$ cat src/rtl/arb_rr_pkg.sv
// Shared definitions for the round-robin arbiter: FSM encodings, mode
// selectors and a width helper used for derived parameters.
package arb_rr_pkg;

    typedef enum logic {
        ARB_IDLE = 1'b0,
        ARB_BUSY = 1'b1
    } arb_state_e;

    localparam int ARB_MODE_FREE = 0;
    localparam int ARB_MODE_HOLD = 1;

    // $clog2 with a floor of one bit, so degenerate sizes still get a real signal.
    function automatic int arb_min1_clog2(input int n);
        return (n > 1) ? $clog2(n) : 1;
    endfunction

endpackage

$ cat src/rtl/arb_strict.sv
// Combinational strict-priority arbiter: the lowest set request bit wins.
module arb_strict
    import arb_rr_pkg::*;
#(
    parameter int WID = 4
) (
    input  logic [WID-1:0] req,
    output logic [WID-1:0] gnt
);

    // Isolate the lowest set bit (two's-complement trick).
    assign gnt = req & (~req + WID'(1));

endmodule

$ cat src/rtl/arb_rr.sv
// Registered round-robin arbiter with optional grant hold and hold timeout.
//
//   state    | meaning
//   ---------+----------------------------------------------------------
//   ARB_IDLE | no owner; any request is granted on the next edge
//   ARB_BUSY | an owner holds the grant until release (hold mode only)
//
// In free mode the FSM stays in ARB_IDLE and a fresh pick is made every cycle.
module arb_rr
    import arb_rr_pkg::*;
#(
    parameter  int WID       = 4,
    parameter  int HOLD_MODE = ARB_MODE_FREE,
    parameter  int MAX_HOLD  = 0,
    localparam int IDX_W     = arb_min1_clog2(WID)
) (
    input  logic             clk,
    input  logic             rst_n,
    input  logic [WID-1:0]   rqsts,
    input  logic             rls,
    output logic [WID-1:0]   grnts,
    output logic             grnt_vld,
    output logic [IDX_W-1:0] grnt_idx
);

    localparam int CNT_W   = arb_min1_clog2(MAX_HOLD + 1);
    localparam bit HOLD_EN = (HOLD_MODE == ARB_MODE_HOLD);

    arb_state_e       state_q, state_d;
    logic [WID-1:0]   grnts_q, grnts_d;
    logic             vld_q, vld_d;
    logic [IDX_W-1:0] idx_q, idx_d;
    logic [IDX_W-1:0] ptr_q, ptr_d;
    logic [CNT_W-1:0] hold_cnt_q, hold_cnt_d;

    logic [WID-1:0]   mask;
    logic [WID-1:0]   cand;
    logic [WID-1:0]   m_gnt;
    logic [WID-1:0]   u_gnt;
    logic [WID-1:0]   winner;
    logic [IDX_W-1:0] win_idx;
    logic [IDX_W-1:0] win_ptr;
    logic             owner_lost;
    logic             timeout;
    logic             rel_evt;
    logic             take;
    logic             clear;

    // Thermometer mask: requesters at or above the pointer get first chance.
    always_comb begin
        mask = '0;
        for (int i = 0; i < WID; i++) begin
            mask[i] = (IDX_W'(i) >= ptr_q);
        end
    end

    assign owner_lost = ~|(rqsts & grnts_q);
    assign timeout    = (MAX_HOLD != 0) && (hold_cnt_q == CNT_W'(MAX_HOLD));
    assign rel_evt    = rls | owner_lost | timeout;

    // Candidates: on a handover the current owner sits out one cycle.
    always_comb begin
        cand = rqsts;
        if (HOLD_EN && (state_q == ARB_BUSY)) begin
            cand = rqsts & ~grnts_q;
        end
    end

    arb_strict #(.WID(WID)) u_strict_masked (
        .req (cand & mask),
        .gnt (m_gnt)
    );

    arb_strict #(.WID(WID)) u_strict_full (
        .req (cand),
        .gnt (u_gnt)
    );

    assign winner = (|m_gnt) ? m_gnt : u_gnt;

    // One-hot to binary encode of the winner and the pointer that follows it.
    always_comb begin
        win_idx = '0;
        for (int i = 0; i < WID; i++) begin
            if (winner[i]) begin
                win_idx = win_idx | IDX_W'(i);
            end
        end
        win_ptr = (win_idx == IDX_W'(WID - 1)) ? '0 : win_idx + IDX_W'(1);
    end

    // Next-state, grant, pointer and hold counter.
    always_comb begin
        state_d    = state_q;
        grnts_d    = grnts_q;
        idx_d      = idx_q;
        ptr_d      = ptr_q;
        hold_cnt_d = hold_cnt_q;
        take       = 1'b0;
        clear      = 1'b0;

        if (!HOLD_EN) begin
            take = 1'b1;
        end else if (state_q == ARB_IDLE) begin
            if (|rqsts) begin
                take       = 1'b1;
                state_d    = ARB_BUSY;
                hold_cnt_d = CNT_W'(1);
            end else begin
                clear = 1'b1;
            end
        end else begin
            if (rel_evt) begin
                if (|cand) begin
                    take       = 1'b1;
                    hold_cnt_d = CNT_W'(1);
                end else begin
                    clear      = 1'b1;
                    state_d    = ARB_IDLE;
                    hold_cnt_d = '0;
                end
            end else if (hold_cnt_q != '1) begin
                hold_cnt_d = hold_cnt_q + CNT_W'(1);
            end
        end

        if (take) begin
            grnts_d = winner;
            idx_d   = win_idx;
            if (|winner) begin
                ptr_d = win_ptr;
            end
        end
        if (clear) begin
            grnts_d = '0;
            idx_d   = '0;
        end
        vld_d = |grnts_d;
    end

    // State registers with synchronous active-low reset.
    always_ff @(posedge clk) begin
        if (!rst_n) begin
            state_q    <= ARB_IDLE;
            grnts_q    <= '0;
            vld_q      <= 1'b0;
            idx_q      <= '0;
            ptr_q      <= '0;
            hold_cnt_q <= '0;
        end else begin
            state_q    <= state_d;
            grnts_q    <= grnts_d;
            vld_q      <= vld_d;
            idx_q      <= idx_d;
            ptr_q      <= ptr_d;
            hold_cnt_q <= hold_cnt_d;
        end
    end

    assign grnts    = grnts_q;
    assign grnt_vld = vld_q;
    assign grnt_idx = idx_q;

endmodule
$ cat config.mk
export PLATFORM = sky130hd
export DESIGN_NAME = arb_rr
export DESIGN_NICKNAME = d
export VERILOG_FILES = /design/src/rtl/arb_rr_pkg.sv /design/src/rtl/arb_strict.sv /design/src/rtl/arb_rr.sv
export SDC_FILE = /design/constraint.sdc
export NUM_CORES = 1
export LEC_CHECK = 0
export CAP_MARGIN = 10
export CORE_AREA = 2 2 39 41
export DETAILED_ROUTE_END_ITERATION = 8
export DIE_AREA = 0 0 41 43
export PLACE_DENSITY = 0.65
export RECOVER_POWER = 100
export SLEW_MARGIN = 20
export SYNTH_ARGS = -nofsm -noshare
export SYNTH_HDL_FRONTEND = slang
export SYNTH_HIERARCHICAL = 1
export SYNTH_SLANG_ARGS = --single-unit
$ cat constraint.sdc
create_clock -name clk -period 6.4 [get_ports clk]
set_input_delay 1.28 -clock clk [delete_from_list [all_inputs] [get_ports clk]]
set_output_delay 1.28 -clock clk [all_outputs]
set_load 0.03 [all_outputs]
==> results.sh, run 1 <==
export IMPL_tritoncts="built"
export IMPL_rsz0062_at_grt="false"
export IMPL_clkLatencyLatePin_ns=0.25
export IMPL_critPathSlowestCell="nor3b_1"
export IMPL_hp_class="reg2reg"
export IMPL_final_common_cell="dfxtp_1"
export IMPL_cts_setup_buffers=0
export IMPL_die_area_um2=1760
export IMPL_tns_ns=0
export IMPL_grt_pass1_wl_mm=1.34
export IMPL_synth_seq_area_share_pct=39.8
export IMPL_track_usage_pct=11.3
export IMPL_area_delta_synth_final_pct=31.5
export IMPL_fmax_mhz=266
export IMPL_synth_seq_cells=9
export IMPL_vias_per_cell=5.05
export IMPL_synth_compound_area_share_pct=22.7
export IMPL_finalCritPeriodShare_pct=58.7
export IMPL_ir_drop_v=0.000152
export IMPL_hpwlAfterDp_um=633
export IMPL_power_uw=162
export IMPL_grt_max_degree=10
export IMPL_synth_mux_area_share_pct=0
export IMPL_synth_cell_types=20
export IMPL_clk_pin_slew_ns=0.06
export IMPL_io_buffers=12
export IMPL_synth_cells=47
export IMPL_fp_dieW_um=41
export IMPL_overflow=0
export IMPL_p_leak_uw=0.000222
export IMPL_cap_violations=0
export IMPL_hold_slack_ns=0.574
export IMPL_wl_per_cell_um=11.3
export IMPL_fill_cells=143
export IMPL_slew_headroom_pct=37.3
export IMPL_drc=0
export IMPL_setup_violations=0
export IMPL_finalClockSkew_ns=0.000604
export IMPL_cts_root_buf="clkbuf_4"
export IMPL_core_area_um2=1380
export IMPL_row_count=14
export IMPL_drt_wl_total_um=844
export IMPL_grt_pass1_vias=347
export IMPL_crit_type="in2reg"
export IMPL_crit_fanout=9
export IMPL_synth_top_family_by_area="simple AND/OR/NAND/NOR gates"
export IMPL_cp_arrival_ns=3.95
export IMPL_netlist_area_um2=453
export IMPL_critPathLaunchType="primary input"
export IMPL_required_ns=6.59
export IMPL_die_h_um=43
export IMPL_layout_common_cells="dfxtp_1, dlygate4sd3_1, nor2b_1, nor2_1, clkdlybuf4s50_1"
export IMPL_io_pins=14
export IMPL_outcome="completed"
export IMPL_final_max_slew_viol_count=0
export IMPL_hold_depth=1
export IMPL_cts_buffer_depth=2
export IMPL_ant_nets=0
export IMPL_min_period_ns=3.76
export IMPL_hold_viol=0
export IMPL_clock_sinks=9
export IMPL_synth_top_area_share_pct=39.8
export IMPL_routabilityCongestion=0.757
export IMPL_drtIter0Drc=12
export IMPL_power_density_nw_per_um2=272
export IMPL_drive_above_1_share_pct=8.47
export IMPL_synth_area_leader_cell="dfxtp_1"
export IMPL_antenna_found_initial=0
export IMPL_nets=67
export IMPL_yosysWarnings=6
export IMPL_post_cts_resized=0
export IMPL_cpPeakStageDelay_ns=0.80
export IMPL_cts_max_level=1
export IMPL_n_antenna_cell=0
export IMPL_synthAdderAreaFrac_pct=0
export IMPL_syn_area_per_cell_um2=9.64
export IMPL_path_cells="dlygate4sd3_1 > nor3b_1 > nor2b_1 > nor4b_1 > or4_1 > o2111a_1"
export IMPL_worst_pin_slew_ns=0.938
export IMPL_synth_nets=54
export IMPL_cts_inserted_buffers=3
export IMPL_r2r_cells=5
export IMPL_worstSetupEndpointType="register"
export IMPL_ys_top_cells_by_area="dfxtp_1, nor2b_1, nor4b_2"
export IMPL_start_util_pct=32.7
export IMPL_vias=379
export IMPL_cts_hold_buffers_added=0
export IMPL_firstDrtPassIters=4
export IMPL_synth_xor_area_share_pct=0
export IMPL_yosys_area_share_simple_pct=31.5
[cell usage after synthesis]
cell type	number
nor2_1	5
a31oi_1	1
nor4b_2	2
buf_2	1
o21a_1	3
nor2b_1	5
o31ai_1	2
buf_4	2
o2111a_1	2
a21boi_0	2
or4_1	1
o311a_1	1
dfxtp_1	9
o21ai_0	1
inv_1	1
nor4b_1	3
and2_1	1
buf_1	1
nor3b_1	3
o22ai_1	1
[power breakdown]
| group | internal (µW) | total (µW) | switching [µW] |
|---|---|---|---|
| sequential | 63.9 | 67.0 | 3.17 |
| clock | 23.9 | 41.1 | 17.2 |
| combinational | 21.8 | 53.8 | 32.0 |
[worst paths after layout]
| kind | from | end | slack, ns |
|---|---|---|---|
| setup / recovery | rqsts[0] | ptr_q[1] | 2.64 |
| hold / removal | ptr_q[0] | ptr_q[0] | 0.57 |
| hold reg to reg | ptr_q[0] | ptr_q[0] | 0.57 |
| setup reg to reg | ptr_q[1] | ptr_q[1] | 4.00 |
[flip-flops by register name, indices dropped and copies added (netlist names)]
register	flops
grnts	4
ptr_q	2
grnt_idx	2
grnt_vld	1
[stage by stage]
stage          area [µm²]  setup slack, ns  utilization, %  std cells
6_report              596             2.64            43.0         75
2_1_floorplan         453             3.42               -         47
3_5_place_dp          569             2.49            41.1         71
5_1_grt               596             2.42            43.0         75
4_1_cts               596             2.75            43.0         75
3_3_place_gp          569             2.50            41.1         71
[area by class of cell]
type / count / area (µm²) / area share (%)
clock buffers: 4 / 26.3 / 4.41
inverters: 1 / 3.75 / 0.630
multi-input cells: 33 / 245 / 41.2
flip-flops and latches: 9 / 180 / 30.3
well taps: 16 / 20.0 / 3.36
repair buffers: 12 / 120 / 20.2
[kinds of logic after synthesis]
| family | count (synthesis) |
|---|---|
| flops | 9 |
| simple gates | 20 |
| buf+inv | 5 |
| compound gates | 13 |
[critical path, delay by kind of cell]
kind,cells,cell delay [ns]
buffers and inverters,1,0.64
AO/OA/AOI/OAI,1,0.18
AND/OR/NAND/NOR,4,1.85
[metal layers]
| metal | track usage (%) | wire (µm) | vias up |
|---|---|---|---|
| li1 | - | - | 201 |
| met1 | 14.9 | 404 | 160 |
| met2 | 15.0 | 360 | 18 |
| met3 | 7.85 | 78 | 0 |
| met4 | 2.00 | 0 | 0 |
| met5 | 0 | 0 | - |
No activity file was read; power rests on OpenSTA's default activity.
==> inputs of run 2 (changes only) <==
==> constraint.sdc (replaced) <==
create_clock -name clk -period 3.8 [get_ports clk]
set_input_delay 0.76 -clock clk [delete_from_list [all_inputs] [get_ports clk]]
set_output_delay 0.76 -clock clk [all_outputs]
set_load 0.03 [all_outputs]
==> run 2 against run 1 <==
Clock-buffer cell count stayed put. Total power is 72% higher. Final cell count is 1.3% higher. Worst hold slack better by 0.033 ns. Flip-flop and latch count stayed put. Die area stayed put. Critical path type unchanged. Clock skew is 0.0020 ns higher.
==> results.sh, run 2 (synthesized netlist as in run 1, its figures left out) <==
export IMPL_outcome="completed"
export IMPL_clk_pin_slew_ns=0.06
export IMPL_start_util_pct=32.7
export IMPL_cts_max_level=1
export IMPL_grt_pass1_wl_mm=1.44
export IMPL_layout_common_cells="dfxtp_1, dlygate4sd3_1, nor2b_1, nor2_1"
export IMPL_vias=394
export IMPL_grt_pass1_vias=362
export IMPL_firstDrtPassIters=2
export IMPL_crit_fanout=8
export IMPL_cts_buffer_depth=2
export IMPL_finalCritPeriodShare_pct=82.5
export IMPL_finalClockSkew_ns=0.00261
export IMPL_grt_max_degree=10
export IMPL_io_pins=14
export IMPL_die_h_um=43
export IMPL_cpPeakStageDelay_ns=0.64
export IMPL_drtIter0Drc=2
export IMPL_ir_drop_v=0.000232
export IMPL_hold_viol=0
export IMPL_die_area_um2=1760
export IMPL_fill_cells=147
export IMPL_largest_reg_flops=4
export IMPL_cts_setup_buffers=0
export IMPL_crit_type="in2reg"
export IMPL_p_leak_uw=0.000227
export IMPL_antenna_found_initial=0
export IMPL_worstSetupEndpointType="register"
export IMPL_drc=0
export IMPL_track_usage_pct=12.4
export IMPL_crit_buf_inv=2
export IMPL_worst_pin_slew_ns=0.782
export IMPL_cap_violations=0
export IMPL_ant_nets=0
export IMPL_cp_top_family="simple AND/OR/NAND/NOR gates"
export IMPL_utilization_pct=43.6
export IMPL_cts_hold_buffers_added=0
export IMPL_hpwlAfterDp_um=657
export IMPL_final_max_slew_viol_count=0
export IMPL_area_delta_synth_final_pct=33.1
export IMPL_regArea_um2=180
export IMPL_cts_inserted_buffers=3
export IMPL_fmax_mhz=319
export IMPL_drive_above_1_share_pct=10.0
export IMPL_post_cts_resized=0
export IMPL_io_buffers=12
export IMPL_hp_class="reg2reg"
export IMPL_overflow=0
export IMPL_slew_headroom_pct=47.8
export IMPL_clock_sinks=9
export IMPL_multiInputGateArea_um2=245
export IMPL_nets=68
export IMPL_critPathLaunchType="primary input"
export IMPL_row_count=14
export IMPL_tns_ns=0
export IMPL_fp_dieW_um=41
export IMPL_setup_violations=0
export IMPL_n_antenna_cell=0
export IMPL_core_area_um2=1380
export IMPL_path_cells="dlygate4sd3_1 > nor3b_1 > buf_4 > nor3b_1 > nor4b_1 > or4_1 > o2111a_1"
export IMPL_cts_root_buf="clkbuf_4"
export IMPL_critPathSlowestCell="nor3b_1"
export IMPL_clkLatencyLatePin_ns=0.26
export IMPL_power_density_nw_per_um2=463
export IMPL_cp_common_cell="nor3b_1"
export IMPL_rsz0062_at_grt="false"
export IMPL_wl_per_cell_um=11.8
export IMPL_tritoncts="built"
export IMPL_min_period_ns=3.14
export IMPL_vias_per_cell=5.18
export IMPL_cp_arrival_ns=3.29
export IMPL_drt_wl_total_um=895
export IMPL_required_ns=3.95
export IMPL_routabilityCongestion=0.756
==> run 2: cell count changes in the layout (fill, tap and decap cells not counted), sizes merged <==
| cell | previous run | this run |
|---|---|---|
| buf | 0 | 1 |
| dlygate4sd3 | 8 | 9 |
| clkdlybuf4s50 | 4 | 3 |
==> run 2: final timing paths <==
path	startpoint	to	slack, ns	depth (start not counted)
max	rqsts[0]	ptr_q[1]	0.66	7
min	ptr_q[0]	ptr_q[0]	0.61	1
max reg2reg	ptr_q[1]	ptr_q[1]	1.48	5
min reg2reg	ptr_q[0]	ptr_q[0]	0.61	1
==> run 2: final cells by class <==
class	count	share of cell area, %
Clock buffer	4	4.36
Inverter	1	0.622
Multi-Input combinational cell	33	40.7
Sequential cell	9	29.9
Tap cell	16	3.32
Timing Repair Buffer	13	21.2
==> run 2: layer usage <==
layer | part of all wire, % | GRT usage, %
met3 | 5.5 | 7.85
met1 | 50 | 16.5
met2 | 44 | 15.9
met5 | 0 | 0
met4 | 0 | 4.00
==> run 2: through the flow <==
stage          hold WS [ns]  power (µW)  area (µm²)  worst slack [ns]  instances
2_1_floorplan         0.528         181         453              1.34         47
3_3_place_gp          0.557         211         577             0.580         72
3_5_place_dp          0.589         212         577             0.558         72
4_1_cts               0.604         288         603             0.835         76
5_1_grt               0.637         302         603             0.561         76
6_report              0.606         279         603             0.665         76
==> run 2: power by group <==
group / total (µW) / switching [µW] / internal (µW)
Sequential: 113 / 5.51 / 107
Combinational: 93.2 / 54.4 / 38.8
Clock: 73.0 / 32.6 / 40.4
